## src/rtl/button_debouncer_if.sv

```systemverilog
// Debouncer channel bundle: raw inputs and sample strobe in, clean levels and busy flags out.
// The master modport drives the raw lines; the slave modport is the debouncer itself.
interface button_debouncer_if #(
    parameter int N_CH = 4
) ();
    logic [N_CH-1:0] async_in;
    logic            tick_en;
    logic [N_CH-1:0] clean;
    logic [N_CH-1:0] busy;

    modport master (
        output async_in,
        output tick_en,
        input  clean,
        input  busy
    );

    modport slave (
        input  async_in,
        input  tick_en,
        output clean,
        output busy
    );
endinterface

```

## src/rtl/button_debouncer.sv

```systemverilog
// Multi-channel debouncer: 2-flop synchroniser then a per-channel stability-counter FSM.
// Latency: clean follows a held step STABLE_TICKS strobes after WAIT entry (7 clocks at defaults); no backpressure.
// Outputs are flop-driven: clean and busy are bits of the registered state encoding.
module button_debouncer #(
    parameter int N_CH         = 4,
    parameter int STABLE_TICKS = 4
) (
    input  logic                clk,
    input  logic                rst,
    button_debouncer_if.slave   bus
);
    localparam int CNT_W = $clog2(STABLE_TICKS);
    localparam logic [CNT_W-1:0] CNT_LAST = CNT_W'(STABLE_TICKS - 1);

    // Encoding chosen so state[1] is the clean level and state[0] marks a qualification in progress.
    typedef enum logic [1:0] {
        IDLE_LOW  = 2'b00,
        WAIT_HIGH = 2'b01,
        IDLE_HIGH = 2'b10,
        WAIT_LOW  = 2'b11
    } state_t;

    logic [N_CH-1:0] sync_s1;
    logic [N_CH-1:0] sync_s2;
    logic [N_CH-1:0] clean_vec;
    logic [N_CH-1:0] busy_vec;

    always_ff @(posedge clk or posedge rst) begin
        if (rst) begin
            sync_s1 <= '0;
            sync_s2 <= '0;
        end else begin
            sync_s1 <= bus.async_in;
            sync_s2 <= sync_s1;
        end
    end

    for (genvar i = 0; i < N_CH; i++) begin : g_ch
        state_t            state_q;
        state_t            state_d;
        logic [CNT_W-1:0]  cnt_q;
        logic [CNT_W-1:0]  cnt_d;

        always_ff @(posedge clk or posedge rst) begin
            if (rst) begin
                state_q <= IDLE_LOW;
                cnt_q   <= '0;
            end else begin
                state_q <= state_d;
                cnt_q   <= cnt_d;
            end
        end

        // The level check comes before the count check, so a reversal on the completing strobe still rejects.
        always_comb begin
            state_d = state_q;
            cnt_d   = cnt_q;
            case (state_q)
                IDLE_LOW: begin
                    if (sync_s2[i]) begin
                        state_d = WAIT_HIGH;
                        cnt_d   = '0;
                    end
                end
                WAIT_HIGH: begin
                    if (bus.tick_en) begin
                        if (!sync_s2[i]) begin
                            state_d = IDLE_LOW;
                            cnt_d   = '0;
                        end else if (cnt_q == CNT_LAST) begin
                            state_d = IDLE_HIGH;
                            cnt_d   = '0;
                        end else begin
                            cnt_d = cnt_q + CNT_W'(1);
                        end
                    end
                end
                IDLE_HIGH: begin
                    if (!sync_s2[i]) begin
                        state_d = WAIT_LOW;
                        cnt_d   = '0;
                    end
                end
                WAIT_LOW: begin
                    if (bus.tick_en) begin
                        if (sync_s2[i]) begin
                            state_d = IDLE_HIGH;
                            cnt_d   = '0;
                        end else if (cnt_q == CNT_LAST) begin
                            state_d = IDLE_LOW;
                            cnt_d   = '0;
                        end else begin
                            cnt_d = cnt_q + CNT_W'(1);
                        end
                    end
                end
                default: begin
                    state_d = IDLE_LOW;
                    cnt_d   = '0;
                end
            endcase
        end

        assign clean_vec[i] = state_q[1];
        assign busy_vec[i]  = state_q[0];
    end

    assign bus.clean = clean_vec;
    assign bus.busy  = busy_vec;
endmodule

```

## src/flat_wrapper.sv

```systemverilog
// flat-port wrapper written by rule: the top's interface ports become plain ports
module button_debouncer_flat 
#(
    parameter int N_CH         = 4,
    parameter int STABLE_TICKS = 4
)
  (clk, rst, bus_async_in, bus_tick_en, bus_clean, bus_busy);
  button_debouncer_if #(.N_CH(N_CH)) bus_i ();
  input  logic clk;
  input  logic rst;
  input wire logic [$bits(bus_i.async_in)-1:0] bus_async_in;
  input wire logic [$bits(bus_i.tick_en)-1:0] bus_tick_en;
  output wire logic [$bits(bus_i.clean)-1:0] bus_clean;
  output wire logic [$bits(bus_i.busy)-1:0] bus_busy;
  assign bus_i.async_in = bus_async_in;
  assign bus_i.tick_en = bus_tick_en;
  assign bus_clean = bus_i.clean;
  assign bus_busy = bus_i.busy;
  button_debouncer #(.N_CH(N_CH), .STABLE_TICKS(STABLE_TICKS)) u_core (.clk(clk), .rst(rst), .bus(bus_i));
endmodule
```

## config.mk

```make
export PLATFORM = sky130hd
export DESIGN_NAME = button_debouncer_flat
export DESIGN_NICKNAME = d
export VERILOG_FILES = /design/src/rtl/button_debouncer_if.sv /design/src/rtl/button_debouncer.sv /design/src/flat_wrapper.sv
export SDC_FILE = /design/constraint.sdc
export NUM_CORES = 1
export LEC_CHECK = 0
export BUFFER_PORTS_ARGS = -buffer_cell sky130_fd_sc_hd__buf_2
export CAP_MARGIN = 15
export CORE_MARGIN = 4
export CORE_UTILIZATION = 35
export CTS_BUF_LIST = sky130_fd_sc_hd__clkbuf_8
export DETAILED_ROUTE_END_ITERATION = 8
export GPL_ROUTABILITY_DRIVEN = 0
export PLACE_DENSITY_LB_ADDON = 0.25
export SETUP_SLACK_MARGIN = 0.2
export SYNTH_ARGS = -nofsm -noshare
export SYNTH_HDL_FRONTEND = slang
export SYNTH_SLANG_ARGS = --single-unit
export TNS_END_PERCENT = 30
```

## constraint.sdc

```tcl
create_clock -name clk -period 1.4 [get_ports clk]
set_clock_uncertainty 0.1 [all_clocks]
set_input_delay 0 -clock clk [delete_from_list [all_inputs] [get_ports clk]]
set_output_delay 0 -clock clk [all_outputs]
set_load 0.02 [all_outputs]
```

==> impl_metrics.ini, run 1 <==
[run_status]
status = completed

[drt]
drt_first_pass_iters = 3
routed_via_density = 4.75
drtIter0Drc = 22
final_antenna_net_count = 0
num_vias = 674
wirelength_mm = 1.66
avgRoutedWirePerCell_um = 11.7
route.detailed.drc = 0

[clocking]
cts_tree = yes
cts_num_sinks = 24
clk_transition_reported_paths_ns = 0.08
clock_path_buffers = 2
htree_levels = 1
numCtsBuffers = 3
clk_latency_ns = 0.26
root_buffer = clkbuf_8

[worst_hold_path]
min_path_cells = 2
hp-start = bus_tick_en
hp-class = in -> reg
min_to = u_core.g_ch[3].state_q[0]

[synth]
yosysSeqAreaShare = 0.583
synth.distinct_cells = 27
netlist_instances = 82
synth_nets = 93
synth.avg_cell_area_um2 = 12.6
synth-seq-cells = 24
syn_area_mm2 = 0.00103
synth_warnings = 0

[worst_setup_path]
path_cells = ha_2 -> and2_4 -> nand2_2 -> mux2_4
worstPathMaxFanout = 2
start_kind = register
worst-r2r-cell-count = 4
max_stage_delay_ns = 0.39
critical_path_class = reg -> reg
r2r_start = u_core.g_ch[3].cnt_q[1]
r2r_slack_ns = 0.13
crit_path_end_kind = register
required_ns = 1.45
cpMaxStageDelayCell = dfrtp_1
worstPathArrival_ns = 1.32

[final_layout]
diodes = 0
final_cell_mix = dfrtp_1, buf_2, nand2_1, buf_4
layout_commonest_cell = dfrtp_1
area_growth_pct = 28.4
finalNetCount = 123
drive_gt1_frac = 0.369
utilization = 0.475

[sta]
min_period_ns = 1.27
fmax_ghz = 0.788
worst_pin_slew_ns = 0.294
timing.final.crit_share = 0.907
finalMaxSlewViolations = 0
hold_viol = 0
relSlewSlack = 0.804
fin_tns_setup_ns = 0
rsz0062_at_grt = yes
setup_viol = 0

[global_route]
antenna_found_initial = 0
grt_pass1_wl_mm = 3.02
grt_max_degree = 25
grt-ovfl-total = 0
grt_use_total = 0.0948
grt_pass1_vias = 704

[placement]
portBuffers = 14
hpwl_mm = 1.18

[job]
cap_viol_max_count = 0

[die]
core-area_mm2 = 0.00278
dieArea_mm2 = 0.00387
start_util = 0.370
ios = 15
die_w_um = 62.2
die_h_um = 62.2
fp-row-count = 19

[power]
peakVddDrop_mv = 1.26
power.density_mw_per_mm2 = 1810
p_leak_nw = 0.633
worst max-delay path, delay by kind of cell (launching register included):
family	cells	cell delay, ns
multiplexers	1	0.29
AND/OR/NAND/NOR	2	0.21
adder cells (fa/ha/maj)	1	0.18
flip-flops	1	0.39
how the worst max path moves through the flow:
stage / from / end / slack [ns]
finish: u_core.g_ch[3].cnt_q[1] / register / 0.13
global route: u_core.g_ch[3].cnt_q[1] / register / 0.1
CTS: u_core.sync_s2[2] / u_core.g_ch[2].cnt_q[0] / 0.13
detailed placement: u_core.g_ch[1].cnt_q[0] / u_core.g_ch[1].cnt_q[0] / 0.09
global placement: u_core.g_ch[3].cnt_q[0] / register / 0.12
floorplan: u_core.g_ch[3].cnt_q[1] / register / 0.15
cell usage after synthesis, drive strengths merged:
cell | n | area, µm²
inv | 3 | 11.3
nand2 | 9 | 33.8
xnor2 | 1 | 8.76
nand4 | 1 | 6.26
nand3 | 4 | 30.0
a22o | 3 | 26.3
a31oi | 2 | 12.5
o22ai | 1 | 6.26
and2b | 1 | 7.51
o311ai | 1 | 8.76
nand3b | 1 | 7.51
nand2b | 5 | 31.3
nor2 | 1 | 3.75
o21ai | 3 | 15.0
buf | 1 | 11.3
mux2 | 5 | 67.6
and2 | 1 | 6.26
and4bb | 1 | 12.5
a21oi | 2 | 10.0
a22oi | 1 | 7.51
xor2 | 4 | 35.0
ha | 4 | 50.1
and3 | 2 | 12.5
dfrtp | 24 | 601
a21o | 1 | 7.51
per-stage QoR:
| stage | total power [mW] | std cells | worst slack (ns) | hold slack (ns) | cell area (µm²) |
|---|---|---|---|---|---|
| 2_1_floorplan | 1.61 | 82 | 0.149 | -0.0855 | 1040 |
| 3_3_place_gp | 1.79 | 127 | 0.123 | -0.0421 | 1140 |
| 3_5_place_dp | 1.82 | 127 | 0.0894 | -0.0426 | 1140 |
| 4_1_cts | 2.41 | 142 | 0.127 | 0.0348 | 1310 |
| 5_1_grt | 2.60 | 142 | 0.0962 | 0.0723 | 1320 |
| 6_report | 2.39 | 142 | 0.131 | 0.0465 | 1320 |
power by group:
part           internal [mW]  total (mW)  leakage, nW  switching [mW]
clock                  0.251       0.456       0.0288           0.206
combinational          0.446       0.845        0.313           0.399
sequential             0.893        1.09        0.291           0.196
total                   1.59        2.39        0.633           0.801
layout make-up:
class,count,area (µm²)
well taps,31,38.8
repair buffers,26,173
fillers,250,1460
flip-flops and latches,24,603
clock buffers,4,55.1
multi-input cells,54,442
inverters,3,11.3
kinds of logic after synthesis:
kind of cell	after synthesis	synth area share
buffers and inverters	4	0.0219
AO/OA/AOI/OAI	14	0.0911
multiplexers	5	0.0656
XOR/XNOR	5	0.0425
adder cells (fa/ha/maj)	4	0.0486
AND/OR/NAND/NOR	26	0.147
flip-flops	24	0.583
routing by layer:
metal  vias up  routed length [µm]  track usage
met5         -                   0            0
li1        344                   -            -
met2        14                 791        0.145
met3         2                  85       0.0414
met1       314                 773        0.122
met4         0                   9       0.0244
repair_timing:
| item | CTS | global route |
|---|---|---|
| pin swaps | 1 | 3 |
| setup buffers | 6 | 0 |
| resized for setup | 3 | 2 |
| endpoints found under the hold margin | 28 | 0 |
| setup endpoints to repair | 9 | 12 |
| hold buffers | 5 | 0 |
No activity file was read; power rests on OpenSTA's default activity.
==> inputs of run 2 (changes only) <==
==> constraint.sdc (replaced) <==
create_clock -name clk -period 1.6 [get_ports clk]
set_clock_uncertainty 0.1 [all_clocks]
set_input_delay 0 -clock clk [delete_from_list [all_inputs] [get_ports clk]]
set_output_delay 0 -clock clk [all_outputs]
set_load 0.02 [all_outputs]
==> impl_metrics.ini, run 2 (synthesis gave the netlist of run 1 again) <==
[global_route]
antenna_found_initial = 0
grt_pass1_vias = 652
met1_usage = 0.101
grt_max_degree = 25
grt-ovfl-total = 0
met3_usage = 0.0414
use_met2 = 0.153
grt_use_total = 0.0935
top_usage_layer = met2
grt_pass1_wl_mm = 2.88

[clocking]
clk_transition_reported_paths_ns = 0.08
htree_levels = 1
clock_path_buffers = 2
cts_tree = yes
clk_latency_ns = 0.26
root_buffer = clkbuf_8
cts_num_sinks = 24
numCtsBuffers = 3

[die]
dieArea_mm2 = 0.00387
die_h_um = 62.2
ios = 15
start_util = 0.370
fp-row-count = 19
die_w_um = 62.2
core-area_mm2 = 0.00278

[drt]
num_vias = 668
drtIter0Drc = 23
drt_first_pass_iters = 3
routed_via_density = 4.88
route.detailed.drc = 0
avgRoutedWirePerCell_um = 11.8
wirelength_mm = 1.61
final_antenna_net_count = 0

[power]
intPower_mw = 1.31
totalPowerFinal_mw = 1.98
p_leak_nw = 0.610
p_sw_frac = 0.339
p_clk_frac = 0.201
power.switching_uw = 669
pwr-share-seq = 0.479
peakVddDrop_mv = 1.07
comb_power_share = 0.320
power.density_mw_per_mm2 = 1580

[worst_setup_path]
start_kind = register
critical_path_class = reg -> reg
crit_path_end_kind = register
r2r_start = u_core.g_ch[3].cnt_q[0]
startpoint = u_core.g_ch[3].cnt_q[0]
worstPathArrival_ns = 1.42
worst-r2r-cell-count = 4
r2r_slack_ns = 0.23
required_ns = 1.65
worstPathMaxFanout = 4

[final_layout]
finalNetCount = 118
area_growth_pct = 21.1
final_cell_mix = dfrtp_1, buf_2, nand2_1, nand2b_1, dlygate4sd3_1
diodes = 0
drive_gt1_frac = 0.264
multi_input_area_um2 = 407
nFillCells = 263
regArea_um2 = 601
layout_commonest_cell = dfrtp_1

[sta]
fmax_ghz = 0.731
setup_slack_ns = 0.232
worst_pin_slew_ns = 0.320
fin_tns_setup_ns = 0
min_period_ns = 1.37
rsz0062_at_grt = yes
relSlewSlack = 0.786
timing.final.crit_share = 0.855
finalMaxSlewViolations = 0
setup_viol = 0
hold_viol = 0

[worst_hold_path]
hp-start = bus_tick_en
hp-class = in -> reg
min_path_cells = 2
min_to = u_core.g_ch[3].state_q[0]

[run_status]
status = completed

[job]
cap_viol_max_count = 0

[placement]
hpwl_mm = 1.15
dp_slack_ns = 0.244
portBuffers = 14
## run 2: cell count changes in the layout (fill, tap and decap cells not counted), sizes merged
| cell | before | now |
|---|---|---|
| buf | 21 | 16 |
## run 2: what timing repair did
action	4_1_cts	5_1_grt
setup buffers	0	1
hold buffers	5	0
endpoints found under the hold margin	28	0
resized for setup	0	0
setup endpoints to repair	0	2
## run 2: layer usage
metal,vias to the layer above,part of all wire
li1,335,-
met1,316,0.45
met2,13,0.48
met3,4,0.053
met4,0,0.017
met5,-,0
## run 2: how the worst max path moves through the flow
stage | cells past startpoint | slack, ns | to
after detailed placement | 4 | 0.24 | register
final | 4 | 0.23 | register
after global routing | 4 | 0.18 | register
after CTS | 4 | 0.23 | register
after global placement | 4 | 0.29 | register
after floorplan | 3 | 0.29 | u_core.g_ch[2].cnt_q[0]
## run 2: power groups by stage
stage,clock (mW),combinational [mW],sequential [mW]
finish,0.396,0.632,0.947
global route,0.442,0.702,0.982
CTS,0.428,0.627,0.953
detailed placement,0,0.621,0.960
global placement,0,0.600,0.948
floorplan,0,0.373,1.02
## run 2: final cells by class
| class | count | area share |
|---|---|---|
| Clock buffer | 4 | 0.0441 |
| Inverter | 3 | 0.00903 |
| Multi-Input combinational cell | 54 | 0.326 |
| Sequential cell | 24 | 0.481 |
| Tap cell | 31 | 0.0311 |
| Timing Repair Buffer | 21 | 0.108 |
## run 2: stage by stage
step / instance area, µm² / cells / hold WS (ns) / util
final: 1250 / 137 / 0.0337 / 0.448
after global routing: 1250 / 137 / 0.0473 / 0.448
after detailed placement: 1130 / 127 / -0.0403 / 0.408
after floorplan: 1030 / 82 / -0.0854 / -
after CTS: 1240 / 136 / 0.0295 / 0.446
after global placement: 1130 / 127 / -0.0418 / 0.408
## run 2: worst max-delay path, stage by stage (launching register included)
cell and delay (ns):
dfrtp_1 0.42, ha_1 0.20, and2_1 0.16, nand2_1 0.08
mux2_4 0.29
==> inputs of run 3 (changes only) <==
--- a/config.mk
+++ b/config.mk
@@ -7,6 +7,7 @@
 export LEC_CHECK = 0
 export BUFFER_PORTS_ARGS = -buffer_cell sky130_fd_sc_hd__buf_2
 export CAP_MARGIN = 15
+export CORE_ASPECT_RATIO = 0.7
 export CORE_MARGIN = 4
 export CORE_UTILIZATION = 35
 export CTS_BUF_LIST = sky130_fd_sc_hd__clkbuf_8
==> impl_metrics.ini, run 3 (synthesis gave the netlist of run 1 again) <==
[sta]
timing.final.crit_share = 0.841
setup_viol = 0
fmax_ghz = 0.744
relSlewSlack = 0.765
worst_pin_slew_ns = 0.351
fin_tns_setup_ns = 0
hold_viol = 0
min_period_ns = 1.34
finalMaxSlewViolations = 0
rsz0062_at_grt = yes

[global_route]
grt-ovfl-total = 0
grt_pass1_wl_mm = 3.02
antenna_found_initial = 0
grt_pass1_vias = 710
grt_use_total = 0.104
grt_max_degree = 25

[final_layout]
drive_gt1_frac = 0.267
final_cells = 141
finalNetCount = 118
diodes = 0
finalInstanceArea_mm2 = 0.00124
area_growth_pct = 20.7
final_cell_mix = dfrtp_1, buf_2, nand2_1, nand2b_1, dlygate4sd3_1
layout_commonest_cell = dfrtp_1

[job]
cap_viol_max_count = 0

[die]
start_util = 0.367
core-area_mm2 = 0.00280
die_w_um = 72.8
ios = 15
die_h_um = 53.4
fp-row-count = 16
dieArea_mm2 = 0.00389

[worst_setup_path]
start_kind = register
startpoint = u_core.g_ch[3].cnt_q[1]
required_ns = 1.66
worstPathArrival_ns = 1.40
r2r_slack_ns = 0.26
worstPathMaxFanout = 3
critical_path_class = reg -> reg
r2r_start = u_core.g_ch[3].cnt_q[1]
crit_path_end_kind = register
worst-r2r-cell-count = 4

[clocking]
htree_levels = 1
clock_path_buffers = 2
cts_tree = yes
cts_num_sinks = 24
root_buffer = clkbuf_8
numCtsBuffers = 3
clk_latency_ns = 0.26
clk_transition_reported_paths_ns = 0.08

[drt]
routed_via_density = 4.72
drt_first_pass_iters = 4
final_antenna_net_count = 0
drtIter0Drc = 19
avgRoutedWirePerCell_um = 11.8
route.detailed.drc = 0
wl_met2_um = 773
num_vias = 666
wl_met1_um = 808
wl_met3_um = 75
maxUsedRoutingLayer = met4
wirelength_mm = 1.67

[placement]
post_dp_cell_area_mm2 = 0.00114
place_inst = 132
portBuffers = 14
hpwl_mm = 1.15

[power]
p_leak_nw = 0.600
peakVddDrop_mv = 0.498
power.density_mw_per_mm2 = 1560

[run_status]
status = completed

[worst_hold_path]
hp-start = bus_tick_en
hp-class = in -> reg
run 3: critical path: stages (launching register included):
cell     delay, ns
dfrtp_1       0.41
ha_1          0.18
and2_1        0.16
nand2_1       0.09
mux2_4        0.29
run 3: how the worst min path moves through the flow:
stage | to | slack (ns) | cells after the start
after floorplan | asynchronous set/reset pin | -0.09 | 1
after global placement | u_core.sync_s1[3] | -0.04 | 3
after detailed placement | u_core.sync_s2[3] | -0.04 | 3
after CTS | u_core.g_ch[3].state_q[0] | 0.02 | 2
after global routing | u_core.g_ch[3].state_q[0] | 0.05 | 2
final | u_core.g_ch[3].state_q[0] | 0.03 | 2
run 3: area by class of cell:
class,count,area (µm²)
fillers,264,1560
multi-input cells,54,409
flip-flops and latches,24,601
repair buffers,21,135
well taps,36,45.0
clock buffers,3,41.3
inverters,3,11.3
run 3: metrics by stage:
step	power (mW)	setup WS, ns	util	hold WS, ns
2_1_floorplan	1.40	0.287	-	-0.0854
3_3_place_gp	1.55	0.284	0.407	-0.0408
3_5_place_dp	1.59	0.246	0.407	-0.0351
4_1_cts	1.95	0.234	0.440	0.0226
5_1_grt	2.09	0.194	0.443	0.0511
6_report	1.94	0.255	0.443	0.0295
run 3: routing by layer:
| layer | track usage | vias up |
|---|---|---|
| met5 | 0 | - |
| li1 | - | 334 |
| met3 | 0.0455 | 2 |
| met2 | 0.181 | 10 |
| met1 | 0.114 | 320 |
| met4 | 0.0368 | 0 |
run 3: power by group:
part / internal (mW) / leakage (nW) / switching [mW] / total [mW]
Sequential: 0.777 / 0.293 / 0.168 / 0.945
Combinational: 0.318 / 0.285 / 0.329 / 0.647
Clock: 0.168 / 0.0216 / 0.181 / 0.349
run 3: repair_timing:
| item | in CTS | in global routing |
|---|---|---|
| hold endpoints to repair | 28 | 0 |
| setup endpoints to repair | 0 | 2 |
| hold buffers | 5 | 0 |
| setup buffers | 0 | 1 |
| gates resized for setup | 0 | 1 |
